$ cat config.mk
export PLATFORM = sky130hd
export DESIGN_NAME = bandit_env
export DESIGN_NICKNAME = d
export VERILOG_FILES = /design/src/rtl/bandit_pkg.sv /design/src/rtl/bandit_env_lfsr16.sv /design/src/rtl/bandit_env.sv
export SDC_FILE = /design/constraint.sdc
export NUM_CORES = 1
export LEC_CHECK = 0
export ABC_AREA = 0
export CAP_MARGIN = 20
export CORE_MARGIN = 4
export CORE_UTILIZATION = 43
export CTS_BUF_LIST = sky130_fd_sc_hd__clkbuf_4 sky130_fd_sc_hd__clkbuf_8 sky130_fd_sc_hd__clkbuf_16
export DETAILED_ROUTE_END_ITERATION = 7
export GPL_TIMING_DRIVEN = 0
export PLACE_DENSITY_LB_ADDON = 0.05
export SLEW_MARGIN = 40
export SYNTH_ARGS = -nofsm -noshare
export SYNTH_HDL_FRONTEND = slang
export SYNTH_SLANG_ARGS = --single-unit
$ cat constraint.sdc
create_clock -name clock -period 2.4 [get_ports clock]
set_input_delay 0.48 -clock clock [delete_from_list [all_inputs] [get_ports clock]]
set_output_delay 0.48 -clock clock [all_outputs]
set_load 0.01 [all_outputs]
$ cat src/rtl/bandit_pkg.sv
// Shared types and constants for the bandit environment and its LFSR.
package bandit_pkg;

    localparam int ACTION_WIDTH = 8;
    localparam int REWARD_WIDTH = 8;

    // Galois feedback mask for x^16 + x^14 + x^13 + x^11 + 1.
    localparam logic [15:0] LFSR_TAPS = 16'hB400;

    typedef enum logic [1:0] {
        IDLE    = 2'd0,
        DRAW    = 2'd1,
        RESPOND = 2'd2
    } state_t;

    // One right-shifting Galois step: the bit shifted out selects the tap mask.
    function automatic logic [15:0] lfsr_next(input logic [15:0] s);
        return s[0] ? ((s >> 1) ^ LFSR_TAPS) : (s >> 1);
    endfunction

endpackage

$ cat src/rtl/bandit_env_lfsr16.sv
// Free-running 16-bit Galois LFSR. Reusable as an exploration noise source.
// SEED must be nonzero or the register locks up at zero.
module lfsr16
    import bandit_pkg::*;
#(
    parameter logic [15:0] SEED = 16'hACE1
) (
    input  logic        clock,
    input  logic        reset_n,
    output logic [15:0] q
);

    // Advance once per clock whenever out of reset.
    always_ff @(posedge clock or negedge reset_n) begin
        if (!reset_n) begin
            q <= SEED;
        end else begin
            q <= lfsr_next(q);
        end
    end

endmodule

$ cat src/rtl/bandit_env.sv
// Multi-armed bandit environment: accepts an arm index, draws a Bernoulli
// outcome against that arm's threshold, returns it as a reward.
// Optional macro BANDIT_ENV_STATS_EN adds saturating pulls/hits counters.
//
// Handshakes: a transfer happens on a rising clock edge where valid and ready
// are both high; valid must not depend on ready, and the offered data is held
// stable while valid is high and ready is low.
module bandit_env
    import bandit_pkg::*;
#(
    parameter int                      ARMS        = 4,
    parameter logic [8*ARMS-1:0]       PROBS       = {8'd200, 8'd150, 8'd100, 8'd50},
    parameter logic [15:0]             SEED        = 16'hACE1,
    parameter logic [REWARD_WIDTH-1:0] REWARD_HIT  = 8'd1,
    parameter logic [REWARD_WIDTH-1:0] REWARD_MISS = 8'd0
) (
    input  logic                    clock,
    input  logic                    reset_n,
    input  logic                    action_valid,
    input  logic [ACTION_WIDTH-1:0] action_data,
    output logic                    action_ready,
    output logic                    reward_valid,
    output logic [REWARD_WIDTH-1:0] reward_data,
    input  logic                    reward_ready,
    output logic                    invalid,
`ifdef BANDIT_ENV_STATS_EN
    output logic [15:0]             pulls,
    output logic [15:0]             hits,
`endif
    output logic [15:0]             lfsr,
    output state_t                  fsm_state
);

    localparam logic [ACTION_WIDTH-1:0] ARMS_W = ACTION_WIDTH'(ARMS);

    state_t                  state_q;
    state_t                  state_d;
    logic                    accept;
    logic [ACTION_WIDTH-1:0] arm_q;
    logic [7:0]              threshold;
    logic                    arm_valid;
    logic                    hit;

    lfsr16 #(
        .SEED (SEED)
    ) u_lfsr (
        .clock   (clock),
        .reset_n (reset_n),
        .q       (lfsr)
    );

    assign fsm_state = state_q;

    // State register; async reset drops reward_valid immediately.
    always_ff @(posedge clock or negedge reset_n) begin
        if (!reset_n) begin
            state_q <= IDLE;
        end else begin
            state_q <= state_d;
        end
    end

    // Next-state and handshake outputs; nothing is buffered outside IDLE.
    always_comb begin
        state_d      = state_q;
        action_ready = 1'b0;
        reward_valid = 1'b0;
        accept       = 1'b0;
        case (state_q)
            IDLE: begin
                action_ready = reset_n;
                if (action_valid && reset_n) begin
                    accept  = 1'b1;
                    state_d = DRAW;
                end
            end
            DRAW: begin
                state_d = RESPOND;
            end
            RESPOND: begin
                reward_valid = 1'b1;
                if (reward_ready) begin
                    state_d = IDLE;
                end
            end
            default: begin
                state_d = IDLE;
            end
        endcase
    end

    // Threshold mux over the configured arms; out-of-range arms see zero.
    always_comb begin
        threshold = 8'd0;
        for (int i = 0; i < ARMS; i++) begin
            if (arm_q == ACTION_WIDTH'(i)) begin
                threshold = PROBS[8*i +: 8];
            end
        end
    end

    assign arm_valid = (arm_q < ARMS_W);
    assign hit       = arm_valid && (lfsr[7:0] < threshold);

    // Datapath: latch the arm on accept, flag invalid next cycle, register outcome in DRAW.
    always_ff @(posedge clock or negedge reset_n) begin
        if (!reset_n) begin
            arm_q       <= '0;
            reward_data <= REWARD_MISS;
            invalid     <= 1'b0;
        end else begin
            invalid <= accept && (action_data >= ARMS_W);
            if (accept) begin
                arm_q <= action_data;
            end
            if (state_q == DRAW) begin
                reward_data <= hit ? REWARD_HIT : REWARD_MISS;
            end
        end
    end

`ifdef BANDIT_ENV_STATS_EN
    logic hit_q;

    // Saturating counters, stepped on each reward handshake.
    always_ff @(posedge clock or negedge reset_n) begin
        if (!reset_n) begin
            hit_q <= 1'b0;
            pulls <= 16'd0;
            hits  <= 16'd0;
        end else begin
            if (state_q == DRAW) begin
                hit_q <= hit;
            end
            if (reward_valid && reward_ready) begin
                if (pulls != 16'hFFFF) begin
                    pulls <= pulls + 16'd1;
                end
                if (hit_q && (hits != 16'hFFFF)) begin
                    hits <= hits + 16'd1;
                end
            end
        end
    end
`endif

endmodule
-- Word level (Yosys, flattened, before mapping)
Cells that the tools add are included.
- flip-flop bits (word level): 35
- input port bits: 12
- logic and storage cells: 35
- output and inout port bits: 29
- memories kept: 0
- bits in read-only memories: 0
- bits in latches: 0
- RAM bits: 0
- shift-type cells: 0
- muxes and demuxes: 13
- multipliers: 0
- $lt $le $gt $ge: 3
- equality and inequality tests: 7
- div/mod/pow operators: 0
- reduce and logical (&&, ||, !) cells: 6
- bitwise logic cells: 1
- $add $sub $neg: 0
- operator list (kind ; number):
    $mux 8 ; 3
    $eq 8x2->1 const B ; 2
    $mux 16 ; 1
    $eq 8x1->1 const B ; 1
    $ge 8x3->1 const B ; 1
    $logic_not 8->1 ; 1
    $lt 8x3->1 const B ; 1
    $lt 8x8->1 ; 1
    $mux 6 ; 1
    $pmux 2 s3 ; 1
    $mux 1 ; 5
    $mux 2 ; 2
    $ne 2x2->1 const B ; 2
    $not 3->4 ; 1
    $logic_and 1x1->1 ; 3
    $eq 2x1->1 const B ; 1
    $eq 2x2->1 const B ; 1
    $logic_not 2->1 ; 1
    $reduce_and 2->1 ; 1

-- Longest topological paths before layout
- word-level depth: 8
- gate-level depth with buffers: 8
- mapped depth without buffers: 8

-- Modules after synthesis
A second synthesis with hierarchy kept.
- cells, all modules: 82
- area total of the unflattened synthesis: 1138.6 um2
- by module, submodules not included (module ; sequential area each (um2) ; times used ; cells each ; area an instance (um2)):
    bandit_env ; 300.3 ; 1 ; 63 ; 701.9
    lfsr16 ; 410.4 ; 1 ; 19 ; 436.7

-- Worst setup path before layout
Ideal clock, no wire load.
- path type: reg2reg
- start point: register arm_q[5]
- end point: register reward_data[0]
- slack: 0.466 ns
- arrival: 1.858 ns
- cell stages (with the launch flop): 9
- setup time: 0.076 ns
- period minus slack after synthesis: 1.934 ns
- required time: 2.324 ns
- path buffers: 0
- cell sequence: dfrtp_1 > or4_4 > nor3_4 > nand2_1 > ha_1 > a21o_1 > nand2_1 > nand3_1 > o21ai_1
- longest elaborated chain between the ends: 8
- elaborated cells between the ends (all ways): 12
- classes of those cells: 2 x order compare; 3 x eq/ne; 5 x mux; 2 x reduce/logical
- ends and longest elaborated chain (what ; RTL line ; source):
    from (decl) ; bandit_env.sv:39 ; logic [ACTION_WIDTH-1:0] arm_q;
    from (signal assigned) ; bandit_env.sv:114 ; arm_q <= action_data;
    $logic_not 8->1 ; bandit_env.sv:96 ; if (arm_q == ACTION_WIDTH'(i)) begin
    $mux 6 ; bandit_env.sv:96 ;
    $mux 8 (3 in a row) ; bandit_env.sv:96 ;
    $lt 8x8->1 ; bandit_env.sv:103 ; assign hit = arm_valid && (lfsr[7:0] < threshold);
    $logic_and 1x1->1 (*) ; bandit_env.sv:103 ;
    $mux 1 (*) ; bandit_env.sv:117 ; reward_data <= hit ? REWARD_HIT : REWARD_MISS;
    to (signal assigned) ; bandit_env.sv:117 ;
    to (decl) ; bandit_env.sv:23 ; output logic [REWARD_WIDTH-1:0] reward_data,
Mark *: on every way between the ends. The rest lies on a longest branch, timed or not.
A chain may end at the register's enable or synchronous reset.

-- Final worst setup path
- start point: input reset_n
- end point: output action_ready
- longest elaborated chain between the ends: 1
- ends and longest elaborated chain (what ; RTL line ; source):
    from (decl) ; bandit_env.sv:18 ; input logic reset_n,
    $mux 1 ; bandit_env.sv:69 ; case (state_q)
    to (decl) ; bandit_env.sv:21 ; output logic action_ready,
No other way between the ends.

==> results.cfg <==
[critical_path]
path_max_fanout = 29
path_class = input port to output port
cp_data_required_time_ps = 1920
crit_arrival_ps = 1680
end_kind = output port
startpoint_type = input port

[die]
core_um2 = 2500
pin_count = 41
initial_core_util_pct = 45.55
die_x_um = 59.46
dieArea_um2 = 3535
die_height_um = 59.46
rows = 18

[outcome]
run_status = finished, final reports clean

[clocking]
root_buffer = clkbuf_4
htreeDepth = 1
cts_tree = built
clockBufferDepth = 2
cts_buffers = 3
path_clk_slew_ps = 150
worstSkewPairLatency_ps = 320
cts_sinks = 28

[placement]
placedCellCount = 151
post_dp_cell_area_um2 = 1524
dpl.hpwl_um = 1544
place_congestion = 0.7288
portBuffers = 33

[grt]
track_usage_pct = 13.41
grt.overflow.total = 0
grt_pass1_wl_um = 3525
grt_antenna_before_repair = 0
grt_max_degree = 30
grt_pass1_vias = 788

[final_layout]
area_growth_pct = 36.70
n_antenna_cell = 0
drive_above_1_share_pct = 24.80
layout.cells.non_filler = 155
n_fill_cell = 216
final_area_um2 = 1556
utilization_pct = 62.26
fin_nets = 144

[sta]
rsz0062_at_grt = false
tns_ps = 0
slew_violations = 0
fmax_ghz = 0.4628
setup_violations = 0
hold_violations = 0
timing.final.crit_share_pct = 90.03
period_needed_ps = 2161
skew_ps = 13.06

[yosys]
yosysSeqAreaShare_pct = 62.42
syn_avg_cell_area_um2 = 13.89
ys.flop_type = dfrtp_1
synth_async_sr_flop_share_pct = 100.0
ys_types = 25
synthCells = 82
ys_ff_latch = 28
synth_edf_count = 0
synth_warnings = 0
synth_area_um2 = 1139

[pwr]
p_total_mw = 0.9154
powerDensity_nw_per_um2 = 588.1
ir_drop_uv = 463.8
leakagePower_nw = 0.7070

[route]
vias_per_cell = 4.781
vias = 741
drtPass1Iterations = 2
drt_iter0_drc = 8
postRouteWirelength_um = 2039
drcViolationCount = 0
antenna_left = 0
wl_per_cell_um = 13.15

[job]
drv_cap = 0

[min_path]
min_path_type = input port to asynchronous set/reset pin
==> cell families (layout without fill, tap and decap cells) <==
family	count (synthesis)	in the layout	share of synthesized area, %
DFF	28	28	62.42
adders and majority gates	6	6	6.593
xor gates and xnor gates	4	4	3.077
buffers and inverters	9	46	5.384
muxes	8	8	7.912
other	1	7	0.3294
AOI/OAI and AO/OA	8	8	4.615
and+or+nand+nor	18	18	9.672
==> cell usage in the layout (no fill, tap or decap) <==
cell type,Yosys,routed
a21o_1,1,1
a21oi_1,1,1
and2_1,1,1
buf_2,1,1
buf_4,7,7
clkbuf_4,0,5
clkdlybuf4s50_1,0,32
conb_1,1,7
dfrtp_1,20,20
dfstp_2,8,8
ha_1,6,6
inv_1,1,1
mux2_2,8,8
nand2_1,5,5
nand2b_1,4,4
nand3_1,2,2
nor2_1,2,2
nor3_4,1,1
nor3b_1,1,1
o2111ai_1,1,1
o21a_1,1,1
o21ai_0,2,2
o21ai_1,1,1
o31a_1,1,1
or4_1,1,1
or4_4,1,1
xor2_1,4,4
==> metrics by stage <==
step	hold WS (ps)	worst slack, ps
4_1_cts	162.6	27.19
3_5_place_dp	362.2	29.92
2_1_floorplan	184.4	465.6
3_3_place_gp	356.5	-807.1
5_1_grt	84.72	41.42
6_report	77.49	239.2
==> flip-flops by register name (all words and copies together) (netlist names) <==
register / count
arm_q: 8
fsm_state: 2
invalid: 1
reward_data: 1
u_lfsr.q: 16
==> report_power, final <==
| group | internal, mW | leakage (nW) | switching [mW] |
|---|---|---|---|
| sequential | 0.516 | 0.342 | 0.0380 |
| combinational | 0.0971 | 0.347 | 0.0600 |
| clock | 0.0762 | 0.0184 | 0.128 |
| total | 0.689 | 0.707 | 0.226 |
==> worst max-delay path, stage by stage <==
cell and delay [ps]:
clkbuf_4 350, nor3b_1 270, clkdlybuf4s50_1 570
==> routing by layer <==
| metal | GRT usage (%) | vias up | part of all wire (%) |
|---|---|---|---|
| met1 | 16.64 | 363 | 43 |
| met2 | 22.46 | 22 | 49 |
| li1 | - | 354 | - |
| met5 | 0 | - | 0 |
| met4 | 4.854 | 0 | 0.69 |
| met3 | 3.268 | 2 | 6.9 |
==> path summary, 6_finish.rpt <==
path                                       start                         end  slack [ps]  cells past startpoint
setup / recovery                         reset_n                action_ready         240                      3
hold / removal                           reset_n       u_lfsr.q[4]$_DFF_PN0_          80                      1
setup reg to reg            arm_q[5]$_DFFE_PN0P_  reward_data[0]$_DFFE_PN0N_         260                      8
hold reg to reg            u_lfsr.q[6]$_DFF_PN1_       u_lfsr.q[5]$_DFF_PN1_         370                      0
max in group asynchronous                reset_n      u_lfsr.q[11]$_DFF_PN1_        1990                      1
min in group clock         u_lfsr.q[6]$_DFF_PN1_       u_lfsr.q[5]$_DFF_PN1_         370                      0
==> final cells by class <==
type | instances | area, µm² | share of cell area, %
multi-input cells | 51 | 389.1 | 25.00
inverters | 1 | 3.754 | 0.2412
well taps | 30 | 37.54 | 2.412
clock buffers | 4 | 30.03 | 1.929
repair buffers | 33 | 327.8 | 21.06
flip-flops and latches | 28 | 710.7 | 45.66
plain buffers | 8 | 57.56 | 3.698
==> cells in the mapped netlist, drive strengths merged (2+ instances only) <==
master	n	share of area, %
buf	8	5.1
dfrtp	20	44
dfstp	8	18
ha	6	6.6
mux2	8	7.9
nand2	5	1.6
nand2b	4	2.2
nand3	2	0.88
nor2	2	0.66
o21ai	3	1.3
or4	2	1.6
xor2	4	3.1
==> timing repair <==
item / in CTS / in global routing
buffers inserted: 0 / 0
hold buffers: 0 / 0
endpoints found under the setup margin: 0 / 1
gates resized for setup: 0 / 1
endpoints found under the hold margin: 0 / 0
Power figures use the tool's default switching activity.
